[config.mk]
export PLATFORM = sky130hd
export DESIGN_NAME = instr_sequencer
export DESIGN_NICKNAME = d
export VERILOG_FILES = /design/src/rtl/instr_sequencer.sv
export SDC_FILE = /design/constraint.sdc
export NUM_CORES = 1
export LEC_CHECK = 0
export BUFFER_PORTS_ARGS = -buffer_cell sky130_fd_sc_hd__buf_2
export CAP_MARGIN = 20
export CORE_ASPECT_RATIO = 1.4
export CORE_MARGIN = 2
export CORE_UTILIZATION = 31
export DETAILED_ROUTE_END_ITERATION = 8
export GPL_TIMING_DRIVEN = 0
export PLACE_DENSITY = 0.48
export SYNTH_ARGS = -nofsm -noshare
export SYNTH_HDL_FRONTEND = slang
export SYNTH_SLANG_ARGS = --single-unit
[constraint.sdc]
create_clock -name i_clk -period 3.15 [get_ports i_clk]
set_clock_uncertainty 0.15 [all_clocks]
set_input_delay 0 -clock i_clk [delete_from_list [all_inputs] [get_ports i_clk]]
set_output_delay 0 -clock i_clk [all_outputs]
set_load 0.005 [all_outputs]
[src/rtl/instr_sequencer.sv]
// rtl/instr_sequencer.sv - program-buffer instruction sequencer feeding the vector processor
//
// Stores up to DEPTH 13-bit instructions written by a host and, on start,
// issues entries 0..len-1 one per cycle with a valid qualifier, hold support
// and a one-cycle completion pulse. All outputs are registered.
//
// Optional feature macro: SEQ_LOOP_EN (adds i_loop; restarts the program
// instead of completing while i_loop is high).
//
// Ports:
//   i_clk          clock, rising edge
//   i_rst          synchronous active-high reset
//   i_prog_we      program buffer write strobe (honoured in IDLE only)
//   i_prog_addr    write address
//   i_prog_data    instruction to store
//   i_start        start executing entries 0..i_len-1 (honoured in IDLE only)
//   i_len          program length, sampled with i_start, clamped to DEPTH
//   i_hold         stall: no issue while high
//   i_loop         (SEQ_LOOP_EN only) loop back to entry 0 at end of program
//   o_instruction  registered instruction, IDLE_INSTR when not valid
//   o_instr_valid  o_instruction is a real issue this cycle
//   o_pc           index of next entry to issue
//   o_busy         sequencer is running
//   o_done         one-cycle pulse on program completion

module instr_sequencer #(
    parameter int          DEPTH      = 16,
    parameter logic [12:0] IDLE_INSTR = 13'h0000,
    localparam int         AW         = $clog2(DEPTH)
) (
    input  logic          i_clk,
    input  logic          i_rst,
    input  logic          i_prog_we,
    input  logic [AW-1:0] i_prog_addr,
    input  logic [12:0]   i_prog_data,
    input  logic          i_start,
    input  logic [AW:0]   i_len,
    input  logic          i_hold,
`ifdef SEQ_LOOP_EN
    input  logic          i_loop,
`endif
    output logic [12:0]   o_instruction,
    output logic          o_instr_valid,
    output logic [AW:0]   o_pc,
    output logic          o_busy,
    output logic          o_done
);

    typedef enum logic {
        S_IDLE = 1'b0,
        S_RUN  = 1'b1
    } state_t;

    localparam logic [AW:0] DEPTH_W = (AW+1)'(DEPTH);

    state_t      r_state;
    state_t      w_state_next;
    logic [12:0] r_mem [DEPTH];
    logic [AW:0] r_len;
    logic [AW:0] w_len_next;
    logic [AW:0] r_pc;
    logic [AW:0] w_pc_next;
    logic [12:0] r_instr;
    logic [12:0] w_instr_next;
    logic        r_valid;
    logic        w_valid_next;
    logic        r_done;
    logic        w_done_next;
    logic        w_mem_we;
    logic        w_loop;
    logic [AW:0] w_len_clamped;

`ifdef SEQ_LOOP_EN
    assign w_loop = i_loop;
`else
    assign w_loop = 1'b0;
`endif

    assign w_len_clamped = (i_len > DEPTH_W) ? DEPTH_W : i_len;

    always_comb begin
        w_state_next = r_state;
        w_len_next   = r_len;
        w_pc_next    = r_pc;
        w_instr_next = IDLE_INSTR;
        w_valid_next = 1'b0;
        w_done_next  = 1'b0;
        w_mem_we     = 1'b0;
        case (r_state)
            S_IDLE: begin
                // A write coinciding with start lands before the first read
                // one cycle later, so the run sees the new entry.
                w_mem_we = i_prog_we;
                if (i_start) begin
                    w_len_next   = w_len_clamped;
                    w_pc_next    = '0;
                    w_state_next = S_RUN;
                end
            end
            S_RUN: begin
                if (!i_hold) begin
                    if (r_pc < r_len) begin
                        w_instr_next = r_mem[r_pc[AW-1:0]];
                        w_valid_next = 1'b1;
                        w_pc_next    = r_pc + 1'b1;
                    end else if (w_loop) begin
                        // End of program while looping costs one bubble cycle.
                        w_pc_next = '0;
                    end else begin
                        w_done_next  = 1'b1;
                        w_state_next = S_IDLE;
                    end
                end
            end
            default: begin
                w_state_next = S_IDLE;
            end
        endcase
    end

    always_ff @(posedge i_clk) begin
        if (i_rst) begin
            r_state <= S_IDLE;
            r_len   <= '0;
            r_pc    <= '0;
            r_instr <= IDLE_INSTR;
            r_valid <= 1'b0;
            r_done  <= 1'b0;
        end else begin
            r_state <= w_state_next;
            r_len   <= w_len_next;
            r_pc    <= w_pc_next;
            r_instr <= w_instr_next;
            r_valid <= w_valid_next;
            r_done  <= w_done_next;
        end
    end

    // Buffer contents deliberately survive reset.
    always_ff @(posedge i_clk) begin
        if (w_mem_we) begin
            r_mem[i_prog_addr] <= i_prog_data;
        end
    end

    assign o_instruction = r_instr;
    assign o_instr_valid = r_valid;
    assign o_pc          = r_pc;
    assign o_busy        = (r_state == S_RUN);
    assign o_done        = r_done;

endmodule

==> results.sh, run 1 <==
export IMPL_vias=4472
export IMPL_dp_cells=859
export IMPL_cp_start_kind="flip-flop"
export IMPL_swShare_pct=19.5
export IMPL_die_y_um=204
export IMPL_hold_ws_ns=0.0270
export IMPL_place_area_um2=9740
export IMPL_grt_pass1_wl_um=30300
export IMPL_period_share_pct=85.6
export IMPL_worstPathArrival_ns=2.90
export IMPL_syn_area_um2=8880
export IMPL_core_um2=28300
export IMPL_seqPwrFrac_pct=53.5
export IMPL_grt_pass1_vias=4936
export IMPL_dp_hpwl_um=13400
export IMPL_htreeDepth=1
export IMPL_synthSimpleGateAreaFrac_pct=3.11
export IMPL_synth_top_family_by_area="multiplexers"
export IMPL_clkTransAtPathRegs_ns=0.06
export IMPL_slew_headroom_pct=35.4
export IMPL_io_pins=48
export IMPL_power_frac_clock_pct=43.6
export IMPL_clock_fmax_mhz=371
export IMPL_row_count=73
export IMPL_synthCells=429
export IMPL_yosysUniqueCellTypes=35
export IMPL_final_nets=577
export IMPL_post_cts_buffers=0
export IMPL_area_delta_synth_final_pct=22.4
export IMPL_die_w_um=147
export IMPL_synthMuxAreaShare_pct=16.1
export IMPL_drtIter0Drc=337
export IMPL_crit_type="flip-flop to flip-flop"
export IMPL_cts_tree="done"
export IMPL_drv_slew=0
export IMPL_outcome="completed"
export IMPL_drt_wl_total_um=20500
export IMPL_final_core_util_pct=38.4
export IMPL_synth_compound_area_share_pct=2.63
export IMPL_grt_overflow_total=0
export IMPL_switching_power_mw=1.25
export IMPL_powerDensity_nw_per_um2=588
export IMPL_yosysWarnings=0
export IMPL_cp_max_fo=10
export IMPL_syn_num_nets=461
export IMPL_ys_ff_latch=234
export IMPL_synth_adder_area_share_pct=0.704
export IMPL_first_pass_iters=4
export IMPL_worstMarginPinSlew_ns=0.968
export IMPL_hold_start="i_prog_addr[2]"
export IMPL_peakVddDrop_mv=0.277
export IMPL_port_buffers=46
export IMPL_cts_sinks=234
export IMPL_leakagePower_nw=3.47
export IMPL_grt_antenna_before_repair=0
export IMPL_clockBufferDepth=3
export IMPL_combPwrFrac_pct=2.9
export IMPL_insertion_delay_ns=0.51
export IMPL_rsz0062_at_grt="false"
export IMPL_cap_violations=0
export IMPL_n_antenna_cell=0
export IMPL_clockRootBuffer="clkbuf_16"
export IMPL_period_needed_ns=2.70
export IMPL_grt_use_total_pct=13.8
export IMPL_startpoint="o_pc[3]"
export IMPL_synth_xor_area_share_pct=0
export IMPL_required_ns=3.35
export IMPL_drc=0
export IMPL_viasPerCell=4.77
export IMPL_place_gp_congestion=0.804
export IMPL_setup_ws_ns=0.454
export IMPL_fin_cells=937
export IMPL_grt_max_degree=17
export IMPL_finalHoldViolCount=0
export IMPL_final_layout_size_suffix_gt1_share_pct=30.2
export IMPL_r2r_start="o_pc[3]"
export IMPL_min_path_type="input pin to flip-flop"
export IMPL_start_util_pct=31.4
export IMPL_cts_buffers=24
export IMPL_dieArea_um2=30000
export IMPL_cp_end_kind="flip-flop"
export IMPL_design_area_um2=10900
export IMPL_detail_route_wl_per_cell_um=21.9
export IMPL_syn_area_per_cell_um2=20.7
export IMPL_p_int_mw=5.15
export IMPL_final_antenna_net_count=0
export IMPL_synth_seq_area_share_pct=76.2
export IMPL_finalSetupViolations=0
export IMPL_preCtsSetupSlack_ns=0.456
power by group through the flow:
stage	Combinational [mW]	Sequential, mW	Clock (mW)
finish	0.185	3.42	2.79
detailed placement	0.156	3.49	0
CTS	0.187	3.42	2.86
global placement	0.141	3.49	0
global route	0.202	3.42	2.97
floorplan	0.0580	3.49	0
registers in the layout, summed over array words and instances, names as in the netlist:
register and flops:
o_done 1, o_pc 5, o_busy 1, o_instr_valid 1, r_len 5, o_instruction 13
r_mem 208
worst paths after layout:
kind,to,slack (ns),cells past startpoint
worst max register to register,o_instruction[2],0.45,5
worst min-delay path,r_mem[4][1],0.03,3
worst min register to register,o_pc[4],0.40,2
worst max-delay path,o_instruction[2],0.45,5
routing by layer:
| metal | wire length [um] | vias to the layer above | global-route usage (%) |
|---|---|---|---|
| li1 | - | 1999 | - |
| met1 | 7920 | 2337 | 15.5 |
| met2 | 11100 | 99 | 26.3 |
| met3 | 831 | 37 | 2.05 |
| met4 | 612 | 0 | 4.84 |
| met5 | 0 | - | 0 |
critical path, stage by stage (launching register included):
cell	delay, ns
dfxtp_1	0.36
buf_2	0.30
clkbuf_1	0.68
mux4_2	0.41
mux2i_1	0.42
o22ai_1	0.21
cell usage after synthesis:
library cell    n  area [um2]
a2111o_1        1        11.3
nand2b_2        1        8.76
mux4_2         52        1170
nor2_1         16        60.1
o22ai_1        13        81.3
dfxtp_1        26         521
a21o_1          1        7.51
mux2i_1        26         260
edfxtp_1      208        6250
a31oi_1         1        6.26
nand2_1        15        56.3
nand3_1         6        30.0
ha_1            5        62.6
o21ai_1         1        5.00
buf_1           2        7.51
o211a_1         1        10.0
a21oi_1         7        35.0
nor3_1          6        30.0
inv_1           6        22.5
a211o_4         1        17.5
nand3b_1        4        30.0
nand2b_4        1        13.8
nand2b_1        3        18.8
buf_2           5        25.0
nor2b_1         1        6.26
clkbuf_1        7        26.3
or3_1           1        6.26
a21boi_4        1        18.8
nor3_2          1        10.0
buf_4           4        30.0
a41oi_1         2        17.5
a31o_2          1        8.76
o21ai_0         1        5.00
nand4_1         1        6.26
a32o_1          1        10.0
final cells by class:
type	instances	area, um2
fillers	2652	17400
clock inverters	8	62.6
flip-flops and latches	234	6770
inverters	6	22.5
plain buffers	18	88.8
clock buffers	35	722
multi-input cells	171	2040
repair buffers	90	697
well taps	375	469
cell usage in the layout (no fill, tap or decap), types with 6 or more instances in the layout:
cell type,Yosys,final
nand2_1,15,15
edfxtp_1,208,208
nand3_1,6,6
clkbuf_16,0,26
o22ai_1,13,13
a21oi_1,7,7
dlygate4sd3_1,0,35
dfxtp_1,26,26
buf_2,5,51
nor2_2,0,8
inv_1,6,6
mux2i_1,26,26
clkbuf_1,7,11
mux4_2,52,52
nor2_1,16,8
through the flow:
step                      TNS (ns)  total power [mW]
after floorplan                  0              3.55
after global placement      -13.14              3.63
after detailed placement         0              3.65
after CTS                        0              6.47
after global routing             0              6.59
final                            0              6.40
repair_timing:
action	in CTS	in global routing
hold endpoints to repair	246	0
resized for setup	0	0
hold buffers	35	0
cells by family (layout without fill, tap and decap cells):
family          Yosys count  in the layout
flops                   234            234
mux                      78             78
simple gates             56             56
compound gates           32             32
buf+inv                  24            157
fa+ha+maj                 5              5
Note: power is estimated with default switching activity, not from simulation.
==> run 2, diff against run 1 <==
Settings changed: HOLD_SLACK_MARGIN set to 0.1.
==> results.sh, run 2 (synthesis gave the netlist of run 1 again) <==
export IMPL_multi_input_area_um2=2040
export IMPL_drt_wl_total_um=20500
export IMPL_r2r_start="o_pc[3]"
export IMPL_worstHoldEndpoint="o_pc[0]"
export IMPL_dp_hpwl_um=13400
export IMPL_worstPathArrival_ns=2.91
export IMPL_cp_end_kind="flip-flop"
export IMPL_cts_tree="done"
export IMPL_worstMarginPinSlew_ns=0.954
export IMPL_peakVddDrop_mv=0.275
export IMPL_design_area_um2=10900
export IMPL_reg2reg_depth=5
export IMPL_row_count=73
export IMPL_power_frac_clock_pct=43.5
export IMPL_grt_busiest_layer="met2"
export IMPL_rsz0062_at_grt="false"
export IMPL_swShare_pct=19.4
export IMPL_area_sequential_um2=6770
export IMPL_grt_max_degree=17
export IMPL_regMostFlops="r_mem"
export IMPL_cp_max_fo=10
export IMPL_final_antenna_net_count=0
export IMPL_final_layout_size_suffix_gt1_share_pct=30.0
export IMPL_grt_antenna_before_repair=0
export IMPL_leakagePower_nw=3.48
export IMPL_post_cts_buffers=0
export IMPL_ctsResizeCount=0
export IMPL_clkTransAtPathRegs_ns=0.06
export IMPL_die_w_um=147
export IMPL_outcome="completed"
export IMPL_final_nets=581
export IMPL_met3_usage_pct=2.03
export IMPL_cp_start_kind="flip-flop"
export IMPL_final_core_util_pct=38.5
export IMPL_drc=0
export IMPL_area_delta_synth_final_pct=22.9
export IMPL_die_y_um=204
export IMPL_viasPerCell=4.77
export IMPL_reg2reg_slack_ns=0.44
export IMPL_num_fill_cells=2647
export IMPL_first_pass_iters=6
export IMPL_crit_type="flip-flop to flip-flop"
export IMPL_drv_slew=0
export IMPL_switching_power_mw=1.24
export IMPL_grt_pass1_wl_um=30500
export IMPL_clockBufferDepth=3
export IMPL_finalPower_mw=6.39
export IMPL_grt_met2_usage_pct=26.4
export IMPL_place_area_um2=9740
export IMPL_place_gp_congestion=0.804
export IMPL_dieArea_um2=30000
export IMPL_cts_sinks=234
export IMPL_rr_endpoint="o_instruction[2]"
export IMPL_cts_buffers=24
export IMPL_drtIter0Drc=308
export IMPL_min_path_type="input pin to flip-flop"
export IMPL_finalHoldViolCount=0
export IMPL_largest_reg_flops=208
export IMPL_io_pins=48
export IMPL_core_um2=28300
export IMPL_combPwrFrac_pct=3.0
export IMPL_cts_hold_buffers_added=39
export IMPL_hold_start="i_start"
export IMPL_p_int_mw=5.15
export IMPL_min_path_cells=5
export IMPL_detail_route_wl_per_cell_um=21.8
export IMPL_slew_headroom_pct=36.4
export IMPL_finalSetupTns_ns=0
export IMPL_start_util_pct=31.4
export IMPL_grtUsageMet1_pct=15.6
export IMPL_port_buffers=46
export IMPL_clockRootBuffer="clkbuf_16"
export IMPL_htreeDepth=1
export IMPL_required_ns=3.35
export IMPL_final_cell_mix="edfxtp_1 (208), mux4_2 (52), buf_2 (51)"
export IMPL_insertion_delay_ns=0.51
export IMPL_grt_use_total_pct=13.8
export IMPL_finalSetupViolations=0
export IMPL_seqPwrFrac_pct=53.6
export IMPL_clock_fmax_mhz=369
export IMPL_grt_overflow_total=0
export IMPL_n_antenna_cell=0
export IMPL_period_needed_ns=2.71
export IMPL_powerDensity_nw_per_um2=586
export IMPL_period_share_pct=85.9
export IMPL_vias=4487
export IMPL_cap_violations=0
export IMPL_layout_commonest_cell="edfxtp_1"
export IMPL_grt_pass1_vias=4963
## run 2: stage by stage
stage	instances	hold slack, ns	worst slack, ns
2_1_floorplan	429	-0.0707	0.784
5_1_grt	941	0.159	0.311
6_report	941	0.128	0.443
4_1_cts	941	0.100	0.435
3_3_place_gp	850	0.0931	-0.409
3_5_place_dp	859	0.0988	0.456
## run 2: worst max-delay path by stage
stage / start / to / depth (start not counted)
final: o_pc[3] / o_instruction[2] / 5
after global routing: o_pc[3] / o_instruction[2] / 5
after CTS: o_pc[3] / o_instruction[2] / 5
after detailed placement: o_pc[3] / o_instruction[2] / 5
after global placement: o_busy / r_mem[0][3] / 4
after floorplan: o_busy / r_mem[0][0] / 4
## run 2: layer usage
metal	share of wire [%]	routed length, um
met3	3.6	731
met2	55	11200
met1	39	8010
met4	2.9	593
met5	0	0
## run 2: power groups by stage
| stage | registers, mW | logic (mW) | clock network (mW) |
|---|---|---|---|
| floorplan | 3.49 | 0.0580 | 0 |
| global placement | 3.49 | 0.141 | 0 |
| detailed placement | 3.49 | 0.156 | 0 |
| CTS | 3.42 | 0.191 | 2.86 |
| global route | 3.42 | 0.206 | 2.97 |
| finish | 3.42 | 0.189 | 2.78 |
## run 2: critical path, stage by stage (launching register included)
cell and delay, ns:
dfxtp_1 0.36, buf_2 0.29, clkbuf_1 0.69, mux4_2 0.41
mux2i_1 0.42, o22ai_1 0.21
## run 2: layout make-up
cell class	instances	share of cell area, %
Buffer	18	0.814
Clock buffer	35	6.62
Clock inverter	8	0.573
Inverter	6	0.206
Multi-Input combinational cell	171	18.7
Sequential cell	234	62.0
Tap cell	375	4.30
Timing Repair Buffer	94	6.75
